`config.mk`:
```
export PLATFORM = sky130hd
export DESIGN_NAME = change_dispenser
export DESIGN_NICKNAME = d
export VERILOG_FILES = /design/src/rtl/vend_pkg.sv /design/src/rtl/change_coin_select.sv /design/src/rtl/change_dispenser.sv
export SDC_FILE = /design/constraint.sdc
export NUM_CORES = 1
export LEC_CHECK = 0
export BUFFER_PORTS_ARGS = -buffer_cell sky130_fd_sc_hd__buf_2
export CAP_MARGIN = 20
export CORE_AREA = 2 2 69 71
export CTS_CLUSTER_DIAMETER = 50
export CTS_CLUSTER_SIZE = 14
export DETAILED_ROUTE_END_ITERATION = 10
export DIE_AREA = 0 0 71 73
export HOLD_SLACK_MARGIN = 0.1
export PLACE_DENSITY = 0.63
export SETUP_SLACK_MARGIN = 0.02
export SYNTH_ARGS = -nofsm -noshare
export SYNTH_HDL_FRONTEND = slang
export SYNTH_HIERARCHICAL = 1
export SYNTH_SLANG_ARGS = --single-unit
export TNS_END_PERCENT = 20
```
`constraint.sdc`:
```
create_clock -name clk -period 2.97 [get_ports clk]
set_clock_uncertainty 0.05 [all_clocks]
set_input_delay 0.7425 -clock clk [delete_from_list [all_inputs] [get_ports clk]]
set_output_delay 0.7425 -clock clk [all_outputs]
set_load 0.1 [all_outputs]
```
`src/rtl/vend_pkg.sv`:
```
// Shared vending types: coin encoding, coin value helper, dispenser state.
// Latency: n/a (types and pure functions only).
// Backpressure: n/a.
package vend_pkg;

  typedef enum logic [1:0] {
    COIN_NONE = 2'b00,
    COIN_2    = 2'b01,
    COIN_3    = 2'b10,
    COIN_4    = 2'b11
  } coin_t;

  typedef enum logic [2:0] {
    ST_IDLE,
    ST_SELECT,
    ST_DISPENSE,
    ST_DONE,
    ST_FAULT
  } state_t;

  // Face value of a coin in price units; COIN_NONE is worth nothing.
  function automatic logic [2:0] coin_value(input coin_t c);
    case (c)
      COIN_2:  return 3'd2;
      COIN_3:  return 3'd3;
      COIN_4:  return 3'd4;
      default: return 3'd0;
    endcase
  endfunction

endpackage

```
`src/rtl/change_coin_select.sv`:
```
// Greedy coin picker: largest in-stock coin that leaves 0 or >=2 units owed.
// Latency: combinational.
// Backpressure: none.
module change_coin_select
  import vend_pkg::*;
#(
  parameter int VAL_W   = 4,
  parameter int STOCK_W = 4
) (
  input  logic [VAL_W-1:0]   r,
  input  logic [STOCK_W-1:0] stock2,
  input  logic [STOCK_W-1:0] stock3,
  input  logic [STOCK_W-1:0] stock4,
  output coin_t              coin,
  output logic               found
);

  // A remainder of exactly 1 unit can never be paid, so a coin is only usable
  // if it clears the debt or leaves at least the smallest coin's worth.
  function automatic logic fits(input logic [VAL_W-1:0] rem, input logic [2:0] v);
    logic [VAL_W-1:0] vx;
    logic [VAL_W-1:0] d;
    vx = VAL_W'(v);
    d  = rem - vx;
    return (vx <= rem) && ((d == '0) || (d >= VAL_W'(2)));
  endfunction

  // Scan 4, 3, 2 and take the first coin that is stocked and fits.
  always_comb begin
    coin  = COIN_NONE;
    found = 1'b0;
    if ((stock4 != '0) && fits(r, 3'd4)) begin
      coin  = COIN_4;
      found = 1'b1;
    end else if ((stock3 != '0) && fits(r, 3'd3)) begin
      coin  = COIN_3;
      found = 1'b1;
    end else if ((stock2 != '0) && fits(r, 3'd2)) begin
      coin  = COIN_2;
      found = 1'b1;
    end
  end

endmodule

```
`src/rtl/change_dispenser.sv`:
```
// Pays out a credit amount as coins to a hopper, tracking per-coin stock.
// Latency: first coin_valid 2 cycles after an accepted start; ack -> SELECT -> next coin.
// Backpressure: coin held on coin_valid until coin_ack; faults after ACK_TIMEOUT idle cycles.
module change_dispenser
  import vend_pkg::*;
#(
  parameter int VAL_W       = 4,
  parameter int STOCK_W     = 4,
  parameter int INIT_STOCK  = 8,
  parameter int ACK_TIMEOUT = 15
) (
  input  logic             clk,
  input  logic             reset_n,
  input  logic             start,
  input  logic [VAL_W-1:0] amount,
  input  logic             refill,
  input  logic             coin_ack,
  output logic [1:0]       coin_out,
  output logic             coin_valid,
  output logic             busy,
  output logic             done,
  output logic             error,
  output logic [VAL_W-1:0] remaining
);

  localparam int TO_W = $clog2(ACK_TIMEOUT + 1);

  state_t             state;
  state_t             state_nx;
  logic [VAL_W-1:0]   remaining_q;
  logic [STOCK_W-1:0] stock2;
  logic [STOCK_W-1:0] stock3;
  logic [STOCK_W-1:0] stock4;
  logic [TO_W-1:0]    tcnt;
  coin_t              coin_q;
  coin_t              sel_coin;
  logic               sel_found;

  change_coin_select #(
    .VAL_W   (VAL_W),
    .STOCK_W (STOCK_W)
  ) u_select (
    .r      (remaining_q),
    .stock2 (stock2),
    .stock3 (stock3),
    .stock4 (stock4),
    .coin   (sel_coin),
    .found  (sel_found)
  );

  // State register; reset aborts any payout in progress.
  always_ff @(posedge clk or negedge reset_n) begin
    if (!reset_n) state <= ST_IDLE;
    else          state <= state_nx;
  end

  // Next-state logic for the payout sequence.
  always_comb begin
    state_nx = state;
    case (state)
      ST_IDLE:     if (start) state_nx = ST_SELECT;
      ST_SELECT: begin
        if (remaining_q == '0) state_nx = ST_DONE;
        else if (sel_found)    state_nx = ST_DISPENSE;
        else                   state_nx = ST_FAULT;
      end
      ST_DISPENSE: begin
        if (coin_ack)                              state_nx = ST_SELECT;
        else if (tcnt == TO_W'(ACK_TIMEOUT - 1))   state_nx = ST_FAULT;
      end
      ST_DONE:     state_nx = ST_IDLE;
      ST_FAULT:    state_nx = ST_IDLE;
      default:     state_nx = ST_IDLE;
    endcase
  end

  // Datapath: capture amount, latch the chosen coin, deduct on ack, refill stock.
  always_ff @(posedge clk or negedge reset_n) begin
    if (!reset_n) begin
      remaining_q <= '0;
      stock2      <= STOCK_W'(INIT_STOCK);
      stock3      <= STOCK_W'(INIT_STOCK);
      stock4      <= STOCK_W'(INIT_STOCK);
      tcnt        <= '0;
      coin_q      <= COIN_NONE;
    end else begin
      case (state)
        ST_IDLE: begin
          if (start) remaining_q <= amount;
          if (refill) begin
            stock2 <= STOCK_W'(INIT_STOCK);
            stock3 <= STOCK_W'(INIT_STOCK);
            stock4 <= STOCK_W'(INIT_STOCK);
          end
        end
        ST_SELECT: begin
          if (sel_found) coin_q <= sel_coin;
          tcnt <= '0;
        end
        ST_DISPENSE: begin
          if (coin_ack) begin
            remaining_q <= remaining_q - VAL_W'(coin_value(coin_q));
            case (coin_q)
              COIN_2:  if (stock2 != '0) stock2 <= stock2 - 1'b1;
              COIN_3:  if (stock3 != '0) stock3 <= stock3 - 1'b1;
              COIN_4:  if (stock4 != '0) stock4 <= stock4 - 1'b1;
              default: ;
            endcase
          end else begin
            tcnt <= tcnt + 1'b1;
          end
        end
        default: ;
      endcase
    end
  end

  assign coin_valid = (state == ST_DISPENSE);
  assign coin_out   = coin_valid ? coin_q : COIN_NONE;
  assign busy       = (state != ST_IDLE);
  assign done       = (state == ST_DONE);
  assign error      = (state == ST_FAULT);
  assign remaining  = remaining_q;

endmodule

```
==> summary.txt <==
Route
  – Vias: roughly 1500
  – Post-DR vias/cell: 5.63
  – Initial DRT Pass Iterations: 4
  – DRT antenna net count: 0
  – DRC viols: 0
  – Avg WL per Cell: between 15 and 20 um
  – Final wirelength: 4.13 mm
  – Initial DRC count: 57

Timing
  – Setup violations, final: 0
  – Fmax: 373 MHz
  – Final slew viol count: 0
  – Max_slew headroom: about three fifths
  – Final Hold Fails: 0
  – Crit share post-route: 90.3%
  – Least-Margin Pin Slew: approximately 580 ps
  – Final min period: 2680 ps
  – RSZ-0062 raised after global routing: no

Final layout
  – Fill count: between 400 and 500
  – Cell area after layout: 2140 um2
  – Layout cells sized above 1: 23.1%
  – Syn-to-layout area delta: 9.90%
  – Fin nets: 254
  – Register area: about 630 um2
  – Multi-input logic area: between 1000 and 1500 um2
  – Diodes inserted: 0

Clock network
  – Post-cts gate resize count: 0
  – Sink Count: 25
  – Clk Latency, worst-skew pair: around 270 ps
  – Hold Buf Count CTS: 0
  – Cts bufs inserted: 3
  – Post-CTS Repair Setup Buffers: 0
  – Worst-path clk slew: approximately 90 ps
  – Root buffer cell: clkbuf_8
  – CTS Buffer Depth: 2
  – H-tree depth: 1
  – CTS tree: built

Critical path
  – Crit Path Class: reg -> out
  – Worst EP arrival: between 1500 and 2000 ps
  – Startpoint types: register
  – Slowest-stage cell, CP: or3b_1
  – FF-to-FF Start: remaining[1]$_DFFE_PN0P_
  – Crit path buffers/inverters: 1
  – Register-to-register setup slack: approximately 560 ps
  – Crit path to: coin_out[1]
  – Worst R2R Path Depth: 9
  – Worst path depth: 3
  – End of the worst register-to-register path: coin_q[0]$_DFFE_PN0P_
  – Peak per-stage delay on the critical path: 520 ps
  – CP Data Required Time: 2180 ps
  – Worst-path cell chain: or3b_1 -> nor2_1 -> buf_2
  – Top delay family on crit path: simple AND/OR/NAND/NOR gates
  – Crit path from: state[1]$_DFFE_PN0P_
  – Setup crit end kind: output port
  – Worst Path Max Fanout: 10

Synthesis
  – FFs w/ async S/R, synth: 100%
  – Distinct cell type count after synthesis: 56
  – Syn Nets: 234
  – Post-synth top area share: 28.3%
  – #FFs+latches synth: 25
  – Synth Cell Area: 1950 um2
  – Commonest cells post-synth: 22 x dfrtp_1, 22 x ha_1, 20 x inv_1, 12 x nand3_1, 9 x o21ai_0
  – Ys Warns: 6
  – Post-synth top area cell: dfrtp_1
  – Area contributors post-synth: dfrtp_1 28%, ha_1 14%, dfstp_2 4.0%
  – Seq/Total Area, Yosys: 32.3%
  – Synth Flop Type: dfrtp_1
  – Mean Syn Cell Area: ~9.6 um2
  – Cell count after synthesis: 202
  – EDFF count, synth: 0

Floorplan
  – Core region area: 4540 um2
  – Die Span Y: 73 um
  – Initial Util: 42.9%
  – Die width: about 71 um
  – I/O Pins: 19
  – Die Area: 5180 um2
  – Cell Rows: 25

Global routing
  – Total grt overflow: 0
  – Pin count of the biggest net entering global routing: 26
  – Antenna violations before repair: 0
  – First-pass GRT wire length: ~7.0 mm
  – Vias in the first global route: 1539
  – Gr usage total: 17.0%

Placement
  – RePlAce Congestion: between 0.7 and 0.8
  – Port Buffers: 18
  – HPWL Detailed: 3.13 mm
  – Area after DPL: 2090 um2

Min path
  – Hold/Removal Path Class: in -> async

Run status
  – Outcome: finished clean

Run
  – MaxCap Viol Count: 0
worst min path at each step:
stage	from	slack (ps)	endpoint	cells after the start
after global routing	reset_n	440	stock2[2]$_DFFE_PN0P_	1
after CTS	reset_n	430	stock2[2]$_DFFE_PN0P_	1
after detailed placement	tcnt[3]$_DFFE_PN0P_	430	tcnt[3]$_DFFE_PN0P_	1
after floorplan	tcnt[3]$_DFFE_PN0P_	390	tcnt[3]$_DFFE_PN0P_	1
after global placement	tcnt[3]$_DFFE_PN0P_	420	tcnt[3]$_DFFE_PN0P_	1
final	reset_n	410	stock2[1]$_DFFE_PN0P_	1
layer usage:
metal  part of all wire, %  track usage, %  up-vias
met2                    46            28.0       17
met3                   1.9            3.04        5
li1                      -               -      789
met1                    52            23.5      737
met5                     0               0        -
met4                  0.61            3.35        0
cell type report:
class	instances	share of cell area [%]
Clock buffer	3	1.93
Clock inverter	1	0.234
Inverter	22	3.86
Multi-Input combinational cell	148	55.8
Sequential cell	25	29.4
Tap cell	54	3.16
Timing Repair Buffer	22	5.61
placed cells by master, fill, tap and decap left out, types with 3 or more instances in the layout:
cell type / count
a211oi_1: 4
a31oi_1: 8
a41oi_1: 3
buf_2: 18
buf_4: 4
clkbuf_8: 3
dfrtp_1: 22
dfstp_2: 3
ha_1: 22
inv_1: 20
mux2_4: 4
mux2i_1: 4
nand2_1: 8
nand3_1: 12
nor2_1: 8
nor3b_1: 3
nor4_1: 7
nor4b_1: 3
o211ai_1: 5
o21ai_0: 9
o221ai_1: 3
o31ai_1: 3
or3b_1: 3
or3b_2: 3
sequential cells by signal, indices dropped and copies added (netlist names):
register and cells:
coin_q 2, stock4 4, tcnt 4, state 3, stock3 4, remaining 4
stock2 4
stage by stage:
step	utilization, %	setup slack (ps)	std cells	hold WS (ps)	setup TNS (ps)
6_report	47.2	289	275	406	0
5_1_grt	47.2	138	275	440	0
4_1_cts	47.2	275	275	428	0
3_5_place_dp	46.2	573	271	425	0
3_3_place_gp	46.2	596	271	422	0
2_1_floorplan	-	-180	202	395	-447
kinds of logic after synthesis:
logic type      Yosys count  synth area share, %
compound gates           49                 18.1
xor+xnor                  2                0.900
fa+ha+maj                23                 15.2
buf+inv                  29                 6.62
flops                    25                 32.3
mux                       8                 5.14
simple gates             66                 21.7
Power is not shown: default switching activity piles up to over one toggle a cycle in this logic, so the estimate is an artifact.
